===== config.mk =====
export PLATFORM = sky130hd
export DESIGN_NAME = hms_clock_ctrl_flat
export DESIGN_NICKNAME = d
export VERILOG_FILES = /design/src/rtl/hms_clock_ctrl_if.sv /design/src/rtl/hms_clock_ctrl.sv /design/src/flat_wrapper.sv
export SDC_FILE = /design/constraint.sdc
export NUM_CORES = 1
export LEC_CHECK = 0
export ABC_AREA = 1
export CAP_MARGIN = 20
export CORE_ASPECT_RATIO = 2
export CORE_MARGIN = 5
export CORE_UTILIZATION = 51
export DETAILED_ROUTE_END_ITERATION = 8
export MAX_ROUTING_LAYER = met4
export PLACE_DENSITY = 0.71
export SLEW_MARGIN = 10
export SYNTH_ARGS = -nofsm -noshare
export SYNTH_HDL_FRONTEND = slang
export SYNTH_SLANG_ARGS = --single-unit

===== constraint.sdc =====
create_clock -name clk -period 3.97 [get_ports clk]
set_input_delay 0.5955 -clock clk [delete_from_list [all_inputs] [get_ports clk]]
set_output_delay 0.5955 -clock clk [all_outputs]
set_load 0.01 [all_outputs]

===== src/rtl/hms_clock_ctrl_if.sv =====
// hms_clock_ctrl_if: button inputs and time/display outputs of the
// time-of-day core, bundled for connection between the core and its user.
interface hms_clock_ctrl_if;
  logic       i_sw_mode;
  logic       i_sw_incr;
  logic [5:0] o_sec;
  logic [5:0] o_min;
  logic [4:0] o_hour;
  logic [1:0] o_mode;
  logic [2:0] o_blink;

  // User side: drives the buttons, reads the time.
  modport master (
    output i_sw_mode, i_sw_incr,
    input  o_sec, o_min, o_hour, o_mode, o_blink
  );

  // Core side: reads the buttons, drives the time.
  modport slave (
    input  i_sw_mode, i_sw_incr,
    output o_sec, o_min, o_hour, o_mode, o_blink
  );
endinterface


===== src/rtl/hms_clock_ctrl.sv =====
// hms_clock_ctrl: time-of-day core. Derives a 1 Hz tick from clk, keeps
// hh:mm:ss, and lets two push-buttons (mode, increment) set the time.
// Optional macro DEBOUNCE_EN adds a DB_CYCLES stability filter per button;
// without it the synchronized button level is used directly.
module hms_clock_ctrl #(
  parameter int CLK_HZ    = 50000000,
  parameter int DB_CYCLES = 500000
) (
  input  logic         clk,
  input  logic         rst,
  hms_clock_ctrl_if.slave bus
);

  localparam int            CW        = $clog2(CLK_HZ);
  localparam logic [CW-1:0] TICK_LAST = CW'(CLK_HZ - 1);
  localparam logic [CW-1:0] HALF      = CW'(CLK_HZ / 2);

  // Refuse to elaborate with a tick period that cannot give a 50 % blink.
  if (CLK_HZ < 2 || (CLK_HZ % 2) != 0 || DB_CYCLES < 1) begin : g_bad_cfg
    $error("hms_clock_ctrl: CLK_HZ must be even and >= 2, DB_CYCLES >= 1");
  end

  typedef enum logic [1:0] {
    ST_CLOCK    = 2'd0,
    ST_SET_SEC  = 2'd1,
    ST_SET_MIN  = 2'd2,
    ST_SET_HOUR = 2'd3
  } state_t;

  // ---------------------------------------------------------------- input path
  // Bit 0 is the mode button, bit 1 the increment button.
  logic [1:0] btn_raw;
  logic [1:0] sync0_reg, sync1_reg;
  logic [1:0] filt_level;
  logic [1:0] filt_prev_reg;
  logic [1:0] pulse_reg;
  logic       mode_p, incr_p;

  assign btn_raw = {bus.i_sw_incr, bus.i_sw_mode};

  // Two-flop synchronizer for both asynchronous buttons.
  always_ff @(posedge clk or posedge rst) begin
    if (rst) begin
      sync0_reg <= '0;
      sync1_reg <= '0;
    end else begin
      sync0_reg <= btn_raw;
      sync1_reg <= sync0_reg;
    end
  end

`ifdef DEBOUNCE_EN
  localparam int             DBW     = $clog2(DB_CYCLES + 1);
  localparam logic [DBW-1:0] DB_LAST = DBW'(DB_CYCLES - 1);

  genvar gi;
  for (gi = 0; gi < 2; gi++) begin : g_debounce
    logic [DBW-1:0] db_cnt_reg;
    logic           db_level_reg;

    // Accept a new level only after it has differed for DB_CYCLES cycles.
    always_ff @(posedge clk or posedge rst) begin
      if (rst) begin
        db_cnt_reg   <= '0;
        db_level_reg <= 1'b0;
      end else if (sync1_reg[gi] == db_level_reg) begin
        db_cnt_reg <= '0;
      end else if (db_cnt_reg == DB_LAST) begin
        db_level_reg <= sync1_reg[gi];
        db_cnt_reg   <= '0;
      end else begin
        db_cnt_reg <= db_cnt_reg + DBW'(1);
      end
    end

    assign filt_level[gi] = db_level_reg;
  end
`else
  assign filt_level = sync1_reg;
`endif

  // Registered rising-edge detect: one pulse per press, however long held.
  always_ff @(posedge clk or posedge rst) begin
    if (rst) begin
      filt_prev_reg <= '0;
      pulse_reg     <= '0;
    end else begin
      filt_prev_reg <= filt_level;
      pulse_reg     <= filt_level & ~filt_prev_reg;
    end
  end

  assign mode_p = pulse_reg[0];
  assign incr_p = pulse_reg[1];

  // --------------------------------------------------------------- time core
  state_t        state_reg;
  logic [CW-1:0] tick_cnt_reg;
  logic [5:0]    sec_reg, min_reg;
  logic [4:0]    hour_reg;
  logic [2:0]    blink_reg;

  logic          tick;
  logic [CW-1:0] cnt_run_next;
  logic          phase_run;
  logic [5:0]    sec_inc, min_inc;
  logic [4:0]    hour_inc;

  assign tick         = (tick_cnt_reg == TICK_LAST);
  assign cnt_run_next = tick ? '0 : tick_cnt_reg + CW'(1);
  // Blink is derived from the next count so the registered mask lines up
  // with the count it describes.
  assign phase_run    = (cnt_run_next >= HALF);
  assign sec_inc      = (sec_reg  == 6'd59) ? 6'd0 : sec_reg  + 6'd1;
  assign min_inc      = (min_reg  == 6'd59) ? 6'd0 : min_reg  + 6'd1;
  assign hour_inc     = (hour_reg == 5'd23) ? 5'd0 : hour_reg + 5'd1;

  // Mode FSM, tick counter, time fields and blink mask, all registered.
  always_ff @(posedge clk or posedge rst) begin
    if (rst) begin
      state_reg    <= ST_CLOCK;
      tick_cnt_reg <= '0;
      sec_reg      <= '0;
      min_reg      <= '0;
      hour_reg     <= '0;
      blink_reg    <= '0;
    end else begin
      tick_cnt_reg <= cnt_run_next;
      case (state_reg)
        ST_CLOCK: begin
          if (tick) begin
            sec_reg <= sec_inc;
            if (sec_reg == 6'd59) begin
              min_reg <= min_inc;
              if (min_reg == 6'd59) hour_reg <= hour_inc;
            end
          end
          if (mode_p) begin
            state_reg <= ST_SET_SEC;
            blink_reg <= {2'b00, phase_run};
          end else begin
            blink_reg <= 3'b000;
          end
        end
        ST_SET_SEC: begin
          if (mode_p) begin
            state_reg <= ST_SET_MIN;
            blink_reg <= {1'b0, phase_run, 1'b0};
          end else begin
            if (incr_p) sec_reg <= sec_inc;
            blink_reg <= {2'b00, phase_run};
          end
        end
        ST_SET_MIN: begin
          if (mode_p) begin
            state_reg <= ST_SET_HOUR;
            blink_reg <= {phase_run, 2'b00};
          end else begin
            if (incr_p) min_reg <= min_inc;
            blink_reg <= {1'b0, phase_run, 1'b0};
          end
        end
        ST_SET_HOUR: begin
          if (mode_p) begin
            // Restart the second so the first one after setting is whole.
            state_reg    <= ST_CLOCK;
            tick_cnt_reg <= '0;
            blink_reg    <= 3'b000;
          end else begin
            if (incr_p) hour_reg <= hour_inc;
            blink_reg <= {phase_run, 2'b00};
          end
        end
        default: begin
          state_reg <= ST_CLOCK;
          blink_reg <= 3'b000;
        end
      endcase
    end
  end

  assign bus.o_sec   = sec_reg;
  assign bus.o_min   = min_reg;
  assign bus.o_hour  = hour_reg;
  assign bus.o_mode  = state_reg;
  assign bus.o_blink = blink_reg;

endmodule


===== src/flat_wrapper.sv =====
// flat-port wrapper written by rule: the top's interface ports become plain ports
module hms_clock_ctrl_flat 
#(
  parameter int CLK_HZ    = 50000000,
  parameter int DB_CYCLES = 500000
)
  (clk, rst, bus_i_sw_mode, bus_i_sw_incr, bus_o_sec, bus_o_min, bus_o_hour, bus_o_mode, bus_o_blink);
  hms_clock_ctrl_if bus_i ();
  input  logic clk;
  input  logic rst;
  input wire logic [$bits(bus_i.i_sw_mode)-1:0] bus_i_sw_mode;
  input wire logic [$bits(bus_i.i_sw_incr)-1:0] bus_i_sw_incr;
  output wire logic [$bits(bus_i.o_sec)-1:0] bus_o_sec;
  output wire logic [$bits(bus_i.o_min)-1:0] bus_o_min;
  output wire logic [$bits(bus_i.o_hour)-1:0] bus_o_hour;
  output wire logic [$bits(bus_i.o_mode)-1:0] bus_o_mode;
  output wire logic [$bits(bus_i.o_blink)-1:0] bus_o_blink;
  assign bus_i.i_sw_mode = bus_i_sw_mode;
  assign bus_i.i_sw_incr = bus_i_sw_incr;
  assign bus_o_sec = bus_i.o_sec;
  assign bus_o_min = bus_i.o_min;
  assign bus_o_hour = bus_i.o_hour;
  assign bus_o_mode = bus_i.o_mode;
  assign bus_o_blink = bus_i.o_blink;
  hms_clock_ctrl #(.CLK_HZ(CLK_HZ), .DB_CYCLES(DB_CYCLES)) u_core (.clk(clk), .rst(rst), .bus(bus_i));
endmodule

==> After elaboration in Yosys (flattened, before gate mapping) <==
Index checks and enable logic that the tools add are counted.
{ "totals": {"register_bits": 56, "latchBits": 0, "ram_bits": 0, "rom_bits": 0, "inputBits": 4, "wordCells": 76, "mem_count": 0} }
{ "op_classes": {"addsub": 4, "multipliers": 0, "div": 0, "n_lt_le_gt_ge": 1, "eq_ne": 20, "shifts": 0, "n_mux": 31, "n_bitwise": 2, "reduce_logical": 8} }
{ "op_table": {"columns": ["cell", "count"], "rows": [
  ["2-to-1 mux 26 bit", 3],
  ["2-to-1 mux 6 bit", 9],
  ["2-to-1 mux 5 bit", 6],
  ["adder 26 x 1 -> 26 bit (second input constant)", 1],
  ["== test 26 bit (second input constant)", 1],
  [">= comparator 26 x 25 -> 1 bit (second input constant)", 1],
  ["one-hot mux 6 bit (2 select lines)", 2],
  ["!= test 2 x 1 -> 1 bit (second input constant)", 10],
  ["adder 6 x 1 -> 6 bit (second input constant)", 2],
  ["== test 6 bit (second input constant)", 2],
  ["one-hot mux 3 bit (4 select lines)", 1],
  ["2-to-1 mux 2 bit", 5],
  ["one-hot mux 5 bit (2 select lines)", 1],
  ["one-hot mux 2 bit (4 select lines)", 1],
  ["AND reduction 4 bit", 2],
  ["2-to-1 mux 3 bit", 2],
  ["!= test 2 bit (second input constant)", 3],
  ["AND reduction 6 bit", 1],
  ["nonzero test 2 bit", 3],
  ["adder 5 x 1 -> 5 bit (second input constant)", 1],
  ["== test 5 bit (second input constant)", 1],
  ["AND reduction 5 bit", 1],
  ["== test 2 bit (second input constant)", 2],
  ["bitwise AND 2 bit", 1],
  ["4 further kinds", 4]
]} }

==> Logic depth before layout (Yosys ltp) <==
{ "depth": {"word_depth": 6, "mapped_depth": 16} }

==> Least setup slack after synthesis <==
OpenSTA, ideal clock, no wires.
{ "synth_timing": {"kind": "register to register", "start": "register u_core.tick_cnt_reg[0]", "end": "register u_core.blink_reg[0] (netlist: u_core.bus.o_blink[0])", "setup_time_ns": 0.118, "arrival_time_ns": 1.791, "required_ns": 3.852, "path_slack_ns": 2.060, "stages_incl_launch_ff": 15, "period_less_slack_ns": 1.910, "cell_sequence": "dfrtp_1 -> ha_1 -> inv_1 -> nor2_8 -> nand3_2 -> nor2_1 -> nand2_2 -> nand2_1 -> nand3_1 -> nand3_1 -> nor2_1 -> nor2_1 -> nand2_2 -> nand4_1 -> nand2_1"} }
{ "synth_between": {"elab_chain_len": 5, "word_cells_on_any_way": 7, "classes_between": "1 x add/sub; 1 x order compare; 1 x eq/ne; 4 x mux"} }
{ "synth_lines": {"columns": ["element", "line", "rtl"], "rows": [
  ["from (decl)", "hms_clock_ctrl.sv:98", "logic [CW-1:0] tick_cnt_reg;"],
  ["from (signal assigned)", "hms_clock_ctrl.sv:128", "tick_cnt_reg <= cnt_run_next;"],
  ["adder 26 x 1 -> 26 bit / == test 26 bit (equally long branches)", "hms_clock_ctrl.sv:110, hms_clock_ctrl.sv:109", null],
  ["2-to-1 mux 26 bit (*)", "hms_clock_ctrl.sv:110", "assign cnt_run_next = tick ? '0 : tick_cnt_reg + CW'(1);"],
  [">= comparator 26 x 25 -> 1 bit (*)", "hms_clock_ctrl.sv:113", "assign phase_run = (cnt_run_next >= HALF);"],
  ["2-to-1 mux 2 bit / 2-to-1 mux 1 bit (equally long branches)", "hms_clock_ctrl.sv:146, hms_clock_ctrl.sv:138", null],
  ["one-hot mux 3 bit (4 select lines) (*)", "hms_clock_ctrl.sv:129", "case (state_reg)"],
  ["to (signal assigned)", "hms_clock_ctrl.sv:140", "blink_reg <= {2'b00, phase_run};"],
  ["to (signal assigned)", "hms_clock_ctrl.sv:148", "blink_reg <= {1'b0, phase_run, 1'b0};"],
  ["to (signal assigned)", "hms_clock_ctrl.sv:151", "blink_reg <= {2'b00, phase_run};"],
  ["to (decl)", "hms_clock_ctrl.sv:101", "logic [2:0] blink_reg;"]
]} }
Mark *: on every way between the ends. The rest lies on a longest branch, timed or not.
A chain may end at the register's enable or synchronous reset.

==> Worst setup path after layout <==
{ "layout_timing": {"start": "register u_core.tick_cnt_reg[0]", "end": "register u_core.blink_reg[1] (netlist: u_core.bus.o_blink[1])"} }
{ "layout_between": {"elab_chain_len": 5, "word_cells_on_any_way": 7, "classes_between": "1 x add/sub; 1 x order compare; 1 x eq/ne; 4 x mux"} }
{ "layout_lines": {"columns": ["element", "line", "rtl"], "rows": [
  ["adder 26 x 1 -> 26 bit / == test 26 bit (equally long branches)", "hms_clock_ctrl.sv:110, hms_clock_ctrl.sv:109", null],
  ["2-to-1 mux 26 bit (*)", "hms_clock_ctrl.sv:110", null],
  [">= comparator 26 x 25 -> 1 bit (*)", "hms_clock_ctrl.sv:113", null],
  ["2-to-1 mux 3 bit / 2-to-1 mux 2 bit (equally long branches)", "hms_clock_ctrl.sv:155, hms_clock_ctrl.sv:146", null],
  ["one-hot mux 3 bit (4 select lines) (*)", "hms_clock_ctrl.sv:129", null],
  ["to (signal assigned)", "hms_clock_ctrl.sv:140", null],
  ["to (signal assigned)", "hms_clock_ctrl.sv:157", "blink_reg <= {phase_run, 2'b00};"],
  ["to (signal assigned)", "hms_clock_ctrl.sv:160", "blink_reg <= {1'b0, phase_run, 1'b0};"]
]} }
Marks and branches as above.

==> metrics.md <==
| Metric | Value |
|---|---|
| Status | `complete, no violations` |
| Async set-reset flop share out of synthesis | `1.00` |
| Number of global-route vias before repair | `about 3200` |
| DIE WIDTH | `between 60 and 70 um` |
| Syn Nets | `a little under 500` |
| Power density over the cells | `534 nW/um^2` |
| Synth Flop Type | `dfrtp_1` |
| Postcts setup bufs | `0` |
| Seq/Total Area, Yosys | `0.405` |
| Post-synthesis xor/xnor area fraction | `0.0177` |
| Most common cell after layout, fill and taps aside | `nand2_1` |
| GRT Resource Usage Total | `0.241` |
| Worst Tran Pin Value | `between 700 and 800 ps` |
| Detailed Route Iter0 Violations | `207` |
| Longest Clk Path Bufs | `2` |
| HPWL Detailed | `7370 um` |
| Crit-path max FO | `7` |
| EDFF count, synth | `0` |
| Vias per cell | `5.29` |
| Max frequency | `402 MHz` |
| Worst clock skew | `6.01 ps` |
| Largest family of logic cells by synthesized area | `simple AND/OR/NAND/NOR gates` |
| Post-route core utilization | `0.598` |
| Vias | `3179` |
| CTS root buffer | `clkbuf_16` |
| Synth Area in Compound Gates | `0.0789` |
| HP Class | `reg -> reg` |
| Required @ worst endpoint | `4160 ps` |
| GRT overflow | `0` |
| DR DRC count | `0` |
| Minimum clock period | `2490 ps` |
| CP endpoint kind | `flop` |
| Largest net degree at the start of global routing | `34` |
| WP buf/inv | `1` |
| Startpoint Class | `flop` |
| CTS Buf Count | `5` |
| H-tree Lvls | `2` |
| Comb pwr share | `0.388` |
| Crit Path Category | `reg -> reg` |
| DIE AREA | `8620 um^2` |
| Hold Vio Cnt, Final | `0` |
| Wire per inst | `15.3 um` |
| Final hold slack | `around 360 ps` |
| Total Routed Length | `approximately 9200 um` |
| CP max stage cell | `dfrtp_1` |
| Top delay family on crit path | `simple AND/OR/NAND/NOR gates` |
| Most common cell on crit path | `nor2_1` |
| Worst EP arrival | `2680 ps` |
| CTS tree | `built` |
| Nets | `approximately 530` |
| First-pass GRT wire length | `about 15000 um` |
| DRT antenna net count | `0` |
| Clock share of power | `0.218` |
| Post-synthesis mux area share | `0` |
| Most frequent cells in the layout | `nand2_1 (113), nor2_1 (89), inv_1 (67)` |
| Post-Syn Instances | `just under 500` |
| Simple-gate area share of the yosys netlist | `0.384` |
| Clock transition at path regs | `70 ps` |
| Yosys cell types | `34` |
| Initial antenna violation count | `0` |
| Flop pwr share | `0.394` |
| Area share of fa/ha/maj cells after synthesis | `0.0326` |
| Port Buffers | `25` |
| Core area | `6620 um^2` |
| Syn_area_per_cell | `7.16 um^2` |
| Final setup violation count | `0` |
| GP Congestion | `1.06` |
| ANT cells | `0` |
| Num rows | `42` |
| Setup TNS | `0 ps` |
| Relative slew slack | `0.496` |
| #FFs+latches synth | `56` |
| # IOs | `26` |
| RSZ-0062 raised after global routing | `false` |
| Clock sinks | `56` |
| Layout cell share with drive strength beyond 1 | `0.0819` |
| Slew Viols, Final | `0` |
| Initial Utilization | `0.522` |
| Crit-path cells | `ha_1, inv_1, nor2_8, nand3_2, nor2_1, nand2_2, nand2_1, nand3_1, nand3_1, nor2_1, nor2_1, nand2_2, nand4_1, nand2_1` |
| Max incr delay on CP | `a little over 400 ps` |
| Clk Latency, worst-skew pair | `290 ps` |
| Post-route clock period utilization | `0.627` |
| Net Switching | `a little over 800 uW` |
| Switching Share | `0.388` |
| Int Pwr | `1.29 mW` |
| Leakage power | `1.91 nW` |
| Max-cap violations | `0` |
| Area growth syn-to-layout | `14.5%` |
| Worst vdd ir | `0.000402 V` |
| PostCTS Resize Cnt | `0` |
| TritonRoute pass-1 iters | `4` |
| Synth Warn # | `0` |
| Cell Area, Synth | `around 3500 um^2` |
| Largest register FFs | `26` |
| Hold buffers post-CTS | `0` |
| Die height | `~130 um` |
-- final timing paths --
kind	from	endpoint	slack [ps]	cells past startpoint
setup / recovery	u_core.tick_cnt_reg[0]$_DFF_PP0_	u_core.bus.o_blink[1]$_DFF_PP0_	1480	14
hold / removal	u_core.sync0_reg[1]$_DFF_PP0_	u_core.filt_level[1]$_DFF_PP0_	360	0
setup reg to reg	u_core.tick_cnt_reg[0]$_DFF_PP0_	u_core.bus.o_blink[1]$_DFF_PP0_	1480	14
max in group asynchronous	rst	u_core.tick_cnt_reg[21]$_DFF_PP0_	2450	3
min in group asynchronous	rst	u_core.bus.o_hour[0]$_DFFE_PP0P_	740	2
hold reg to reg	u_core.sync0_reg[1]$_DFF_PP0_	u_core.filt_level[1]$_DFF_PP0_	360	0
-- stage by stage --
step / worst slack [ps] / power (mW) / instances / cell area (um^2)
final: 1480 / 2.11 / 601 / 3960
after global routing: 1280 / 2.29 / 601 / 3960
after CTS: 1500 / 2.13 / 601 / 3960
after detailed placement: 1530 / 1.66 / 593 / 3810
after global placement: 1610 / 1.65 / 593 / 3810
after floorplan: 2000 / 1.34 / 483 / 3460
-- cell families after synthesis --
group,Yosys count
xor+xnor,7
buf+inv,74
simple gates,289
compound gates,48
flops,56
fa+ha+maj,9
-- worst reg2reg max path: cells and delay by family, from the launching register on --
family / cells / cell delay (ps)
and+or+nand+nor: 12 / 1620
DFF: 1 / 410
adders and majority gates: 1 / 250
buffers and inverters: 1 / 120
-- power groups by stage --
stage | clock [mW] | sequential (mW) | combinational, mW
after floorplan | 0 | 0.847 | 0.493
after global placement | 0 | 0.836 | 0.814
after detailed placement | 0 | 0.839 | 0.824
after CTS | 0.467 | 0.831 | 0.830
after global routing | 0.494 | 0.855 | 0.942
final | 0.460 | 0.832 | 0.820
-- cells in the mapped netlist (4+ instances only) --
master	n	share of area
nand2_1	113	0.12
nor2_1	89	0.097
inv_1	68	0.074
dfrtp_1	56	0.41
nand3_1	30	0.043
o21ai_0	18	0.026
a21oi_1	13	0.019
nand4_1	12	0.022
nand2_2	11	0.020
nor3_1	11	0.016
ha_1	9	0.033
nand3_2	7	0.020
nor2_2	5	0.0090
xor2_1	5	0.013
o21ai_1	4	0.0058
-- layer usage --
| layer | GRT usage | up-vias | share of wire | wire, um |
|---|---|---|---|---|
| met5 | - | - | 0 | 0 |
| met4 | 0.148 | 0 | 0.066 | 603 |
| met3 | 0.0257 | 38 | 0.029 | 268 |
| met2 | 0.422 | 110 | 0.55 | 5060 |
| met1 | 0.244 | 1450 | 0.35 | 3240 |
| li1 | - | 1581 | - | - |
-- final cells by class --
class                           count  area, um^2
Fill cell                         656        2660
Multi-Input combinational cell    353        1780
Sequential cell                    56        1400
Inverter                           70         263
Timing Repair Buffer               26         258
Clock buffer                        7         143
Tap cell                           88         110
Clock inverter                      1        7.51
Power figures use the tool's default switching activity.
